--- src/rtl/fma_issue_ctrl.sv ---
// fma_issue_ctrl: round-robin issue arbiter for the shared three-stage FMA.
// Tracks valid/tag/source for the mul-add (e2) and round (e3) stages, drives
// the FMA stage-register enables and holds the round-stage result under
// writeback backpressure. Carries control only; operands pass outside.
module fma_issue_ctrl #(
    parameter int unsigned TAG_W = 5
) (
    input  logic             clk,
    input  logic             rst,
    input  logic             req0_valid,
    output logic             req0_ready,
    input  logic [6:0]       req0_op,
    input  logic             req0_fp64,
    input  logic [2:0]       req0_rm,
    input  logic [TAG_W-1:0] req0_tag,
    input  logic             req1_valid,
    output logic             req1_ready,
    input  logic [6:0]       req1_op,
    input  logic             req1_fp64,
    input  logic [2:0]       req1_rm,
    input  logic [TAG_W-1:0] req1_tag,
    input  logic             flush,
    output logic             fma_sel,
    output logic [6:0]       fma_ctrl_code,
    output logic             fma_fp64,
    output logic [2:0]       fma_rm,
    output logic             e2_data_en,
    output logic             e3_data_en,
    output logic             wb_valid,
    output logic [TAG_W-1:0] wb_tag,
    output logic             wb_src,
    input  logic             wb_ready,
    output logic             busy
);

    localparam int unsigned OP_W = 7;

    logic             v2_q, v2_d;
    logic             v3_q, v3_d;
    logic             rr_q, rr_d;
    logic [TAG_W-1:0] tag2_q, tag2_d;
    logic [TAG_W-1:0] tag3_q, tag3_d;
    logic             src2_q, src2_d;
    logic             src3_q, src3_d;

    logic             grant_any;
    logic             gnt_idx;
    logic             adv2;
    logic             adv3;

    // Arbitration, operand-mux steering and stage-advance decisions.
    always_comb begin
        grant_any = req0_valid | req1_valid;
        gnt_idx   = (req0_valid & req1_valid) ? rr_q : req1_valid;

        fma_sel       = grant_any ? gnt_idx : rr_q;
        fma_ctrl_code = OP_W'(0);
        if (grant_any) begin
            fma_ctrl_code = gnt_idx ? req1_op : req0_op;
        end
        fma_fp64 = fma_sel ? req1_fp64 : req0_fp64;
        fma_rm   = fma_sel ? req1_rm : req0_rm;

        // Reset and flush both suppress every handshake and enable.
        adv3 = v2_q & (~v3_q | wb_ready) & ~flush & ~rst;
        adv2 = grant_any & (~v2_q | adv3) & ~flush & ~rst;

        e3_data_en = adv3;
        e2_data_en = adv2;
        req0_ready = adv2 & ~gnt_idx;
        req1_ready = adv2 & gnt_idx;

        wb_valid = v3_q & ~flush;
        wb_tag   = tag3_q;
        wb_src   = src3_q;
        busy     = v2_q | v3_q;
    end

    // Next-state for stage valids, per-stage tag/source and round-robin pointer.
    always_comb begin
        v2_d   = v2_q;
        v3_d   = v3_q;
        rr_d   = rr_q;
        tag2_d = tag2_q;
        src2_d = src2_q;
        tag3_d = tag3_q;
        src3_d = src3_q;

        if (flush) begin
            v2_d = 1'b0;
            v3_d = 1'b0;
        end else begin
            v2_d = adv2 | (v2_q & ~adv3);
            v3_d = adv3 | (v3_q & ~wb_ready);
        end

        if (adv2) begin
            tag2_d = gnt_idx ? req1_tag : req0_tag;
            src2_d = gnt_idx;
            rr_d   = ~gnt_idx;
        end

        if (adv3) begin
            tag3_d = tag2_q;
            src3_d = src2_q;
        end
    end

    // State registers with synchronous active-high reset.
    always_ff @(posedge clk) begin
        if (rst) begin
            v2_q   <= 1'b0;
            v3_q   <= 1'b0;
            rr_q   <= 1'b0;
            tag2_q <= TAG_W'(0);
            src2_q <= 1'b0;
            tag3_q <= TAG_W'(0);
            src3_q <= 1'b0;
        end else begin
            v2_q   <= v2_d;
            v3_q   <= v3_d;
            rr_q   <= rr_d;
            tag2_q <= tag2_d;
            src2_q <= src2_d;
            tag3_q <= tag3_d;
            src3_q <= src3_d;
        end
    end

endmodule

--- config.mk ---
export PLATFORM = sky130hd
export DESIGN_NAME = fma_issue_ctrl
export DESIGN_NICKNAME = d
export VERILOG_FILES = /design/src/rtl/fma_issue_ctrl.sv
export SDC_FILE = /design/constraint.sdc
export NUM_CORES = 1
export LEC_CHECK = 0
export CAP_MARGIN = 20
export CORE_MARGIN = 10
export CORE_UTILIZATION = 40
export CTS_BUF_LIST = sky130_fd_sc_hd__clkbuf_8
export CTS_CLUSTER_DIAMETER = 80
export DETAILED_ROUTE_END_ITERATION = 8
export PLACE_DENSITY = 0.88
export SLEW_MARGIN = 10
export SYNTH_ARGS = -nofsm -noshare
export SYNTH_HDL_FRONTEND = slang
export SYNTH_SLANG_ARGS = --single-unit
--- constraint.sdc ---
create_clock -name clk -period 2.4 [get_ports clk]
set_clock_uncertainty 0.05 [all_clocks]
set_input_delay 0.48 -clock clk [delete_from_list [all_inputs] [get_ports clk]]
set_output_delay 0.48 -clock clk [all_outputs]
set_load 0.05 [all_outputs]
==> flow_metrics.py, run 1 <==
metrics = {
    "outcome": {
        "outcome": "finished clean",
    },
    "die": {
        "die_w_um": 68.5,
        "num_io_pins": 62,
        "rows": 17,
        "coreArea_mm2": 0.00223,
        "die_area_mm2": 0.00470,
        "chipHeight_um": 68.5,
        "initial_core_util_pct": 42.2,
    },
    "yosys": {
        "yosysTopAreaCell": "dfxtp_1",
        "yosysWarnings": 0,
        "ys_ff_latch": 15,
        "syn_inst": 104,
        "synth_seq_area_share_pct": 31.9,
        "synth_cell_types": 29,
        "syn_area_um2": 942,
        "yosysTopAreaCellShare_pct": 31.9,
        "syn-num-nets": 142,
        "yosys-top-cells-count": "dfxtp_1 (15), inv_1 (14), mux2_2 (9), nand2_1 (9), mux2i_1 (8)",
        "async_reset_ff_share_pct": 0,
        "yosysMostFrequentCell": "dfxtp_1",
        "avgSynthCellArea_um2": 9.06,
        "synth-main-ff-cell": "dfxtp_1",
        "synth_edf_count": 0,
        "ys_top_cells_by_area": "dfxtp_1 (32%), mux2_2 (11%), mux2i_1 (8.5%)",
    },
    "critical_path": {
        "reg2reg_slack_ns": 1.19,
        "worstSetupPathType": "input pin to output port",
        "slowest_delay_ns": 0.48,
        "startpoint": "flush",
        "arrival_ns": 1.75,
        "r2r_cells": 4,
        "r2r-start": "v3_q",
        "cp_top_family": "simple AND/OR/NAND/NOR gates",
        "path_cells": "clkdlybuf4s50_1 -> nor2_2 -> and3_4 -> and2_1 -> buf_12",
        "worstPathRequired_ns": 1.87,
        "crit_buf_inv": 2,
        "r2r-end": "wb_tag[3]",
        "cp_max_fo": 5,
        "endpoint_kind": "output port",
        "startpoint_type": "input pin",
        "slowest_stage": "clkdlybuf4s50_1",
    },
    "routing": {
        "ant_nets": 0,
        "vias_per_cell": 5.05,
        "wl_per_cell_um": 16.5,
        "dr.first_iter.drc_count": 31,
        "firstDrtPassIters": 4,
        "vias": 1020,
        "route.detailed.drc": 0,
        "drt_wl_total_mm": 3.34,
    },
    "clock_network": {
        "cts_tree": "built",
        "root_buffer": "clkbuf_8",
        "clk_path_buf_depth": 2,
        "path_clk_slew_ns": 0.06,
        "cts_sinks": 15,
        "clk_latency_ns": 0.25,
        "cts-buffers-inserted": 3,
        "cts_post_setup_buffers_inserted": 0,
        "cts_hold_buf": 0,
        "cts_resized": 2,
        "cts_max_level": 1,
    },
    "grt": {
        "antenna_found_initial": 0,
        "grt_usage_pct": 15.1,
        "grt_remaining_overflow": 0,
        "grt_max_degree": 14,
        "grt_pass1_wl_mm": 5.42,
        "grt_pass1_vias": 1152,
    },
    "sta": {
        "timing.fmax_ghz": 0.438,
        "hold_viol": 0,
        "slew_viol_final": 0,
        "slew_headroom_pct": 66.3,
        "setup_viol": 0,
        "worstMarginPinSlew_ns": 0.504,
        "fin_crit_ns": 2.28,
        "post-route-period-util_pct": 95.2,
        "grt_setup_unrepaired": "false",
        "timing.final.ws_setup_ns": 0.116,
        "tns_ns": 0,
    },
    "cells_and_area": {
        "final_cells": 202,
        "diodes": 0,
        "nets": 213,
        "nFillCells": 146,
        "syn_to_final_growth_pct": 93.4,
        "drive_gt1_share_pct": 29.9,
        "finalInstanceArea_mm2": 0.00182,
        "postLayoutCoreUtil_pct": 81.6,
    },
    "min_path": {
        "hold-path-cell-count": 2,
        "hold_class": "flip-flop to flip-flop",
        "holdCritStartpoint": "src2_q",
        "min_to": "wb_src",
    },
    "pwr": {
        "ir_worst_vdd_mv": 0.378,
        "p_int_mw": 0.550,
        "clockPowerShare_pct": 25.5,
        "leakage_nw": 0.809,
        "pwr-share-comb_pct": 42.0,
        "p_switching_mw": 0.265,
        "power_density_mw_per_mm2": 447,
        "pwr-share-seq_pct": 32.5,
        "swShare_pct": 32.5,
    },
    "placed_design": {
        "pre_cts_slack_ns": -0.0670,
        "hpwl_mm": 2.83,
        "dp.cells": 198,
        "portBuffers": 61,
        "globalplace.congestion": 0.828,
        "dpl-instance-area_mm2": 0.00178,
    },
    "run": {
        "maxCapViolations": 0,
    },
}
[logic make-up (layout without fill, tap and decap cells)]
logic type,after synthesis,after routing,share of synthesized area (%)
flip-flops,15,15,31.9
adder cells (fa/ha/maj),1,1,1.20
AO/OA/AOI/OAI,20,20,18.2
buffers and inverters,20,90,10.9
multiplexers,17,17,19.3
AND/OR/NAND/NOR,31,31,18.6
[power by group through the flow]
stage / registers, mW / logic (mW) / clock network, mW
floorplan: 0.273 / 0.161 / 0
global placement: 0.270 / 0.338 / 0
detailed placement: 0.270 / 0.344 / 0
CTS: 0.265 / 0.345 / 0.208
global route: 0.266 / 0.361 / 0.217
finish: 0.265 / 0.342 / 0.208
[tightest hold or removal path: stages (launching register included)]
cell     delay, ns
dfxtp_1       0.29
inv_1         0.06
mux2i_1       0.06
[cells in the final DEF (no fill, tap or decap), types with 2 or more instances in the layout]
cell type,instances
a31oi_1,5
buf_12,16
nand2_1,9
o21ai_0,5
dfxtp_1,15
dlygate4sd2_1,2
buf_4,12
nor2b_1,7
nand3_1,5
clkbuf_8,3
nand2b_1,2
mux2_2,9
a311oi_2,5
clkdlybuf4s50_1,42
mux2i_1,8
inv_1,14
[flip-flops by register name, indices dropped and copies added, names as in the netlist]
signal,cells
v3_q,1
tag2_q,5
src2_q,1
v2_q,1
wb_src,1
wb_tag,5
rr_q,1
[metal layers]
| layer | part of all wire (%) | GRT usage (%) | vias to the layer above | wire length, um |
|---|---|---|---|---|
| met4 | 1.5 | 5.28 | 0 | 49 |
| met2 | 42 | 23.4 | 60 | 1420 |
| met1 | 36 | 14.6 | 455 | 1200 |
| met5 | 0 | 0 | - | 0 |
| met3 | 20 | 13.0 | 5 | 671 |
| li1 | - | - | 500 | - |
[worst max path at each step]
stage	endpoint	slack, ns	cells after the start
after floorplan	fma_ctrl_code[0]	-0.10	5
after global placement	fma_fp64	-0.02	5
after detailed placement	fma_rm[0]	-0.07	5
after CTS	req0_ready	0.12	5
after global routing	req0_ready	0.06	5
final	req0_ready	0.12	5
[layout make-up]
class                      count  area, um^2  area share, %
multi-input combinational     69         539           29.6
inverter                      14        52.6           2.88
clock buffer                   3        41.3           2.27
sequential                    15         300           16.5
timing repair buffer          72         848           46.6
tap                           28        35.0           1.92
clock inverter                 1        5.00          0.275
[stage by stage]
stage	hold WS [ns]	power, mW
2_1_floorplan	0.386	0.434
3_3_place_gp	0.399	0.608
3_5_place_dp	0.405	0.615
4_1_cts	0.417	0.818
5_1_grt	0.443	0.845
6_report	0.418	0.814
(Power assumes the default switching activity.)
==> run 2: changes to the inputs <==
- CAP_MARGIN: 20 -> unset
- CORE_ASPECT_RATIO: unset -> 1.4
- SETUP_SLACK_MARGIN: unset -> 0.2
==> flow_metrics.py, run 2 (synthesis results as in run 1) <==
metrics = {
    "clock_network": {
        "cts-buffers-inserted": 3,
        "clk_latency_ns": 0.25,
        "cts_hold_buf": 0,
        "root_buffer": "clkbuf_8",
        "clk_path_buf_depth": 2,
        "cts_sinks": 15,
        "path_clk_slew_ns": 0.05,
        "cts_tree": "built",
        "cts_max_level": 1,
    },
    "cells_and_area": {
        "nets": 216,
        "final_cell_mix": "clkdlybuf4s50_1 (41), buf_12 (17), inv_1 (15), dfxtp_1 (15), buf_4 (12)",
        "syn_to_final_growth_pct": 107,
        "nFillCells": 100,
        "drive_gt1_share_pct": 36.2,
        "final_cells": 199,
        "diodes": 0,
        "final_common_cell": "clkdlybuf4s50_1",
    },
    "sta": {
        "slew_headroom_pct": 66.2,
        "whs_ns": 0.412,
        "timing.fmax_ghz": 0.463,
        "hold_viol": 0,
        "fin_crit_ns": 2.16,
        "grt_setup_unrepaired": "false",
        "setup_viol": 0,
        "worstMarginPinSlew_ns": 0.505,
        "post-route-period-util_pct": 90.1,
        "slew_viol_final": 0,
    },
    "die": {
        "die_w_um": 61.0,
        "initial_core_util_pct": 42.8,
        "num_io_pins": 62,
        "die_area_mm2": 0.00472,
        "rows": 20,
        "chipHeight_um": 77.4,
        "coreArea_mm2": 0.00220,
    },
    "grt": {
        "grt_pass1_wl_mm": 6.00,
        "grt_remaining_overflow": 0,
        "antenna_found_initial": 0,
        "grt_pass1_vias": 1216,
        "grt_usage_pct": 16.6,
        "grt_max_degree": 14,
    },
    "routing": {
        "dr.first_iter.drc_count": 7,
        "firstDrtPassIters": 4,
        "drt_wl_total_mm": 3.63,
        "wl_per_cell_um": 18.2,
        "ant_nets": 0,
        "route.detailed.drc": 0,
        "vias_per_cell": 5.27,
        "vias": 1049,
    },
    "critical_path": {
        "cp_max_fo": 4,
        "r2r-end": "tag2_q[4]",
        "arrival_ns": 1.63,
        "startpoint": "wb_ready",
        "r2r-start": "rr_q",
        "worstPathRequired_ns": 1.87,
        "worstSetupPathType": "input pin to output port",
        "endpoint_kind": "output port",
        "r2r_cells": 4,
        "reg2reg_slack_ns": 1.11,
        "startpoint_type": "input pin",
    },
    "outcome": {
        "outcome": "finished clean",
    },
    "min_path": {
        "hold-path-cell-count": 2,
        "min_to": "wb_src",
        "hold_class": "flip-flop to flip-flop",
        "holdCritStartpoint": "src2_q",
    },
    "placed_design": {
        "portBuffers": 61,
        "hpwl_mm": 3.28,
        "dp.cells": 194,
        "globalplace.congestion": 0.847,
    },
    "pwr": {
        "power_density_mw_per_mm2": 433,
        "ir_worst_vdd_mv": 0.242,
        "leakage_nw": 0.823,
    },
    "run": {
        "maxCapViolations": 0,
    },
}
## run 2: report_power, final
part           total, mW  switching, mW  internal (mW)
clock network      0.196         0.0830          0.113
logic              0.382          0.184          0.199
registers          0.265        0.00592          0.259
total              0.843          0.273          0.571
## run 2: through the flow
| stage | power (mW) | worst slack, ns | TNS [ns] | cell area, um^2 | util [%] |
|---|---|---|---|---|---|
| finish | 0.843 | 0.239 | 0 | 1950 | 88.5 |
| global route | 0.883 | 0.211 | 0 | 1950 | 88.5 |
| CTS | 0.852 | 0.217 | 0 | 1950 | 88.7 |
| detailed placement | 0.652 | -0.0970 | -0.395 | 1890 | 85.7 |
| global placement | 0.640 | -0.0288 | -0.112 | 1890 | 85.7 |
| floorplan | 0.460 | 0.220 | 0 | 1030 | - |
## run 2: cell type report
type	instances	area [um^2]	area share, %
sequential	15	300	15.4
clock inverter	1	3.75	0.193
tap	22	27.5	1.41
multi-input combinational	69	637	32.7
inverter	14	52.6	2.70
clock buffer	3	41.3	2.12
timing repair buffer	75	886	45.5
## run 2: metal layers
layer	global-route usage (%)	routed length, um	vias up	share of wire, %
li1	-	-	507	-
met1	14.5	1070	489	29
met2	30.9	2140	46	59
met3	5.70	319	7	8.8
met4	8.15	101	0	2.8
met5	0	0	-	0
## run 2: worst max-delay path, cell delays in order
cell and delay, ns:
clkdlybuf4s50_1 0.47, nand3b_1 0.17, and3_4 0.22, buf_4 0.15
buf_12 0.14
## run 2: worst max-delay path by stage
stage / end / slack, ns
after floorplan: fma_ctrl_code[0] / 0.22
after global placement: fma_fp64 / -0.03
after detailed placement: fma_rm[1] / -0.1
after CTS: fma_rm[1] / 0.22
after global routing: e2_data_en / 0.21
final: e2_data_en / 0.24
## run 2: what timing repair did
| action | in CTS | in global routing |
|---|---|---|
| gates resized for setup | 8 | 1 |
| endpoints found under the setup margin | 16 | 4 |
| hold endpoints to repair | 0 | 0 |
| pin swaps | 3 | 0 |
| buffers inserted | 1 | 0 |
